`config.mk`:
```
export PLATFORM = sky130hd
export DESIGN_NAME = regfile_wb_arbiter
export DESIGN_NICKNAME = d
export VERILOG_FILES = /design/src/rtl/regfile_wb_arbiter_pkg.sv /design/src/rtl/regfile_wb_arbiter_wb_rr_arb2.sv /design/src/rtl/regfile_wb_arbiter.sv
export SDC_FILE = /design/constraint.sdc
export NUM_CORES = 1
export LEC_CHECK = 0
export BUFFER_PORTS_ARGS = -buffer_cell sky130_fd_sc_hd__clkbuf_2
export CAP_MARGIN = 20
export CORE_UTILIZATION = 47
export DETAILED_ROUTE_END_ITERATION = 10
export GPL_ROUTABILITY_DRIVEN = 0
export GPL_TIMING_DRIVEN = 1
export PLACE_DENSITY_LB_ADDON = 0.08
export SYNTH_ARGS = -nofsm -noshare
export SYNTH_HDL_FRONTEND = slang
export SYNTH_SLANG_ARGS = --single-unit
```
`constraint.sdc`:
```
create_clock -name clk -period 2.6 [get_ports clk]
set_input_delay 0.78 -clock clk [delete_from_list [all_inputs] [get_ports clk]]
set_output_delay 0.78 -clock clk [all_outputs]
set_load 0.03 [all_outputs]
```
`src/rtl/regfile_wb_arbiter_pkg.sv`:
```
// regfile_wb_arbiter_pkg
//   Shared constants for the writeback arbiter and the register file it feeds:
//   default address/data widths, the register count, and the index of the
//   hardwired zero register.
package regfile_wb_arbiter_pkg;

   localparam int ADDR_W_DEF   = 3;
   localparam int DATA_W_DEF   = 32;
   localparam int NREGS_DEF    = 1 << ADDR_W_DEF;
   localparam int REG_ZERO_IDX = 0;

   // Grant vector encodings for the two writeback requesters.
   typedef enum logic [1:0] {
      GNT_NONE = 2'b00,
      GNT_WB0  = 2'b01,
      GNT_WB1  = 2'b10
   } gnt_e;

endpackage

```
`src/rtl/regfile_wb_arbiter_wb_rr_arb2.sv`:
```
// wb_rr_arb2
//   Two-input round-robin arbiter. At most one grant per cycle; when both
//   inputs request, the one not granted last wins. The last-grant pointer
//   only moves when a grant is issued.
//   Ports:
//     clk       clock
//     rst       asynchronous active-high reset (pointer -> wb1, so wb0 wins first)
//     req[1:0]  request vector (bit 0 = wb0, bit 1 = wb1)
//     gnt[1:0]  one-hot grant vector, combinational from req and pointer
module wb_rr_arb2
   import regfile_wb_arbiter_pkg::*;
(
   input  logic       clk,
   input  logic       rst,
   input  logic [1:0] req,
   output logic [1:0] gnt
);

   // last_q: 0 = wb0 granted last, 1 = wb1 granted last
   logic last_q;
   logic last_d;

   always_comb begin
      gnt    = GNT_NONE;
      last_d = last_q;
      unique case (req)
         2'b01:   gnt = GNT_WB0;
         2'b10:   gnt = GNT_WB1;
         2'b11:   gnt = last_q ? GNT_WB0 : GNT_WB1;
         default: gnt = GNT_NONE;
      endcase
      if (gnt != GNT_NONE) begin
         last_d = gnt[1];
      end
   end

   always_ff @(posedge clk or posedge rst) begin
      if (rst) begin
         last_q <= 1'b1;
      end else begin
         last_q <= last_d;
      end
   end

endmodule

```
`src/rtl/regfile_wb_arbiter.sv`:
```
// regfile_wb_arbiter
//   Shares the register file's single write port between the ALU writeback
//   (wb0) and the load writeback (wb1). Granted writes pass through one
//   registered stage that drives the register file. A per-register pending
//   scoreboard (set at issue, cleared at write) produces the decode RAW stall.
//   Ports:
//     clk, rst                      clock, asynchronous active-high reset
//     wb0_valid/ready/rd/value      ALU writeback handshake and payload
//     wb1_valid/ready/rd/value      load writeback handshake and payload
//     mark_en, mark_rd              issue-time pending mark
//     rs1, rs2, stall               decode sources and RAW stall
//     busy                          scoreboard pending bits
//     reg_write_en, rd, rd_value    register file write port
module regfile_wb_arbiter
   import regfile_wb_arbiter_pkg::*;
#(
   parameter int ADDR_W = ADDR_W_DEF,
   parameter int DATA_W = DATA_W_DEF,
   parameter int NREGS  = 1 << ADDR_W
) (
   input  logic              clk,
   input  logic              rst,
   input  logic              wb0_valid,
   output logic              wb0_ready,
   input  logic [ADDR_W-1:0] wb0_rd,
   input  logic [DATA_W-1:0] wb0_value,
   input  logic              wb1_valid,
   output logic              wb1_ready,
   input  logic [ADDR_W-1:0] wb1_rd,
   input  logic [DATA_W-1:0] wb1_value,
   input  logic              mark_en,
   input  logic [ADDR_W-1:0] mark_rd,
   input  logic [ADDR_W-1:0] rs1,
   input  logic [ADDR_W-1:0] rs2,
   output logic              stall,
   output logic [NREGS-1:0]  busy,
   output logic              reg_write_en,
   output logic [ADDR_W-1:0] rd,
   output logic [DATA_W-1:0] rd_value
);

   localparam logic [ADDR_W-1:0] ZERO_RD = ADDR_W'(REG_ZERO_IDX);

   logic [1:0]        req;
   logic [1:0]        gnt;
   logic              wen_q, wen_d;
   logic [ADDR_W-1:0] rd_q, rd_d;
   logic [DATA_W-1:0] val_q, val_d;
   logic [NREGS-1:0]  busy_q, busy_d;

   // Requests are masked during reset so no ready is ever shown while rst=1.
   assign req = {wb1_valid, wb0_valid} & {2{~rst}};

   wb_rr_arb2 u_arb (
      .clk (clk),
      .rst (rst),
      .req (req),
      .gnt (gnt)
   );

   assign wb0_ready = gnt[0];
   assign wb1_ready = gnt[1];

   // Output stage: a grant is always accepted (the register file never
   // back-pressures). Writes to the zero register are swallowed here.
   always_comb begin
      wen_d = 1'b0;
      rd_d  = rd_q;
      val_d = val_q;
      if (gnt[0]) begin
         wen_d = (wb0_rd != ZERO_RD);
         rd_d  = wb0_rd;
         val_d = wb0_value;
      end else if (gnt[1]) begin
         wen_d = (wb1_rd != ZERO_RD);
         rd_d  = wb1_rd;
         val_d = wb1_value;
      end
   end

   // Scoreboard: the clear for a write lands on the same edge the register
   // file commits it. A mark on that edge is a newer producer and wins.
   always_comb begin
      busy_d = busy_q;
      if (wen_q) begin
         busy_d[rd_q] = 1'b0;
      end
      if (mark_en && (mark_rd != ZERO_RD)) begin
         busy_d[mark_rd] = 1'b1;
      end
      busy_d[REG_ZERO_IDX] = 1'b0;
   end

   always_ff @(posedge clk or posedge rst) begin
      if (rst) begin
         wen_q  <= 1'b0;
         rd_q   <= '0;
         val_q  <= '0;
         busy_q <= '0;
      end else begin
         wen_q  <= wen_d;
         rd_q   <= rd_d;
         val_q  <= val_d;
         busy_q <= busy_d;
      end
   end

   assign reg_write_en = wen_q;
   assign rd           = rd_q;
   assign rd_value     = val_q;
   assign busy         = busy_q;

   // No bypass: stall holds through the write cycle and drops once the
   // register file holds the new value.
   assign stall = ~rst & (((rs1 != ZERO_RD) & busy_q[rs1]) |
                          ((rs2 != ZERO_RD) & busy_q[rs2]));

endmodule
```
==> run metrics <==
max_cap viols=0; core area=4470 um2; gr ovfl total=0; die height=71.1 um; initial DRC count=169; final hold viol count=0; RSZ-0062 raised after global routing=yes; final setup violating endpoints=0; Vias/cell=5.55; clock buffer depth=2; status=finished with violations; critical path data arrival time=roughly 1.8 ns; Lkg Pwr=roughly 1.4 nW; Detail Route Antenna Nets=0; area leader, netlist=dfrtp_1; Seq/Total Area, Yosys=0.491; die area=slightly above 5000 um2; routed wire length=6.05 mm; pwr dens=approximately 700 nW/um2; Hold Buf Count CTS=0; clock latency on the worst-skew pair=0.29 ns; crit end category=output port; Worst EP required=1.82 ns; Core Rows=24; syn nets=approximately 340; Root Buffer=clkbuf_8; Pre-antenna DRT Iters=10; FF/Latch Area=1100 um2; DP Area=a little under 3000 um2; first-pass GRT wire length=around 10 mm; Antenna Cells=0; Cell Count, Final, Fillers Out=~430; Rel. slew slack=0.618; total track usage=0.252; top post-synthesis cells by area=dfrtp_1 48%, o21ai_0 11%, a31oi_1 10%; I/O Pins=131; starting density of the core=0.502; top cell type's share of synthesized area=0.479; clock sink total=44; CTS clk-pin slew, worst paths=0.08 ns; Final min period=between 2 and 3 ns; WS Path Type=input port to output port; max-slew violations=0; Clock Skews=about 0.0038 ns; CP max FO=4; Yosys cell types=23; area occupied by multi-input gates=about 1000 um2; wire per inst=approximately 14 um; Setup Fix Bufs, Post-CTS=0; DP HPWL=4.28 mm; top_reg_cell synth=dfrtp_1; design area=slightly above 3000 um2; routed vias=around 2400; violated checks=DRC; total CTS buffers=5; Filler cells=roughly 380; maximum clock frequency=slightly below 400 MHz; Hold Crit Class=register to register; I/O Buffers=between 100 and 150; CTS tree=built; area of the mapped netlist=around 2200 um2; layout cells sized above 1=0.398; nets=461; period utilisation layout=0.996; actual slew at the worst max-slew pin=approximately 0.57 ns; number of H-tree levels=2; Mapped Cells=~260; pin count of the biggest net entering global routing=between 40 and 50; warnings from Yosys=0; syn_area_per_cell=8.67 um2; Peak supply drop=400 uV; vias in the first global route=roughly 2300; register bit count reported by yosys=44; Startpoint Class=input port; residual DRC count=10; synthesis-to-layout area growth=34.7%; chip width=between 70 and 80 um; Synth async-reset ratio=1.00; placed cell count=422; Post-synth EDFFs=0; initial antenna violation count=0
## worst max-delay path, stage by stage
cell     delay (ns)
buf_8          0.10
mux2i_1        0.10
mux4_2         0.51
a31oi_4        0.17
buf_8          0.14
## layer usage
metal	routed length [um]	up-vias	GRT usage
met3	492	9	0.0712
met5	0	-	0
li1	-	1169	-
met1	2510	1091	0.294
met2	2970	114	0.443
met4	74	0	0.0889
## layout make-up
cell class	count	area share
Timing Repair Buffer	136	0.242
Tap cell	52	0.0215
Sequential cell	44	0.365
Clock inverter	1	0.00165
Inverter	1	0.00124
Multi-Input combinational cell	189	0.345
Clock buffer	6	0.0240
## through the flow
step	setup WS, ns	hold WS (ns)	utilization	power, W	setup TNS [ns]
3_5_place_dp	-0.100	0.510	0.652	0.00169	-0.100
2_1_floorplan	0.0547	0.475	-	0.00141	0
5_1_grt	-0.00295	0.542	0.676	0.00220	-0.00295
6_report	0.0106	0.517	0.676	0.00208	0
3_3_place_gp	-0.0794	0.509	0.652	0.00167	-0.0794
4_1_cts	-0.0104	0.523	0.673	0.00209	-0.0104
## final timing paths
kind,depth (start not counted),from,endpoint,slack [ns]
worst max-delay path,5,rs2[0],stall,0.01
worst min-delay path,2,u_arb.last_q$_DFFE_PP1P_,u_arb.last_q$_DFFE_PP1P_,0.52
worst max register to register,4,u_arb.last_q$_DFFE_PP1P_,rd_value[17]$_DFFE_PP0P_,0.95
worst min register to register,2,u_arb.last_q$_DFFE_PP1P_,u_arb.last_q$_DFFE_PP1P_,0.52
max in group asynchronous,3,rst,rd_value[29]$_DFFE_PP0P_,1.34
min in group asynchronous,2,rst,rd_value[9]$_DFFE_PP0P_,0.62
## where the power goes
group | switching [W] | leakage [nW] | internal, W | total, W
combinational | 0.000513 | 0.885 | 0.000267 | 0.000780
sequential | 0.0000963 | 0.489 | 0.000807 | 0.000903
clock | 0.000214 | 0.0410 | 0.000183 | 0.000396
total | 0.000823 | 1.41 | 0.00126 | 0.00208
## placed cells by master (no fill, tap or decap), drive strengths merged
cell type and instances:
clkbuf 133, inv 1, buf 9, a31oi 36, o31ai 2, dfrtp 43, nor2 36, or3 2
o21ba 1, nand2 7, conb 1, nand3 35, a22o 1, a211o 1, mux4 2, o21ai 48
nor2b 2, mux2i 4, dfstp 1, nand2b 9, a21oi 2, clkinv 1
## timing repair
| action | 4_1_cts | 5_1_grt |
|---|---|---|
| resized for setup | 3 | 3 |
| cloned | 0 | 0 |
| endpoints found under the setup margin | 1 | 1 |
| pin swaps | 1 | 0 |
## flip-flops by register name (all words and copies together), names as in the netlist
| signal | count |
|---|---|
| rd_value | 32 |
| busy | 7 |
| rd | 3 |
| reg_write_en | 1 |
| u_arb.last_q | 1 |
## Yosys cell counts, types with 2 or more instances
library cell  instances
a31oi_1              36
o21ai_0              48
a21oi_1               2
nor2_1               36
o31ai_1               2
clkbuf_2              3
or3_1                 2
nor2b_1               2
dfrtp_1              43
buf_2                11
clkbuf_1             10
nand2_1               7
nand3_1              35
mux4_2                2
nand2b_1              9
mux2i_1               4
## cell families (layout without fill, tap and decap cells)
| kind of cell | count (synthesis) | after routing | share of synthesized area |
|---|---|---|---|
| AND/OR/NAND/NOR | 91 | 91 | 0.186 |
| AO/OA/AOI/OAI | 91 | 91 | 0.231 |
| buffers and inverters | 26 | 144 | 0.0529 |
| multiplexers | 6 | 6 | 0.0379 |
| flip-flops | 44 | 44 | 0.491 |
| other | 1 | 1 | 0.00167 |
(Power assumes the default switching activity.)
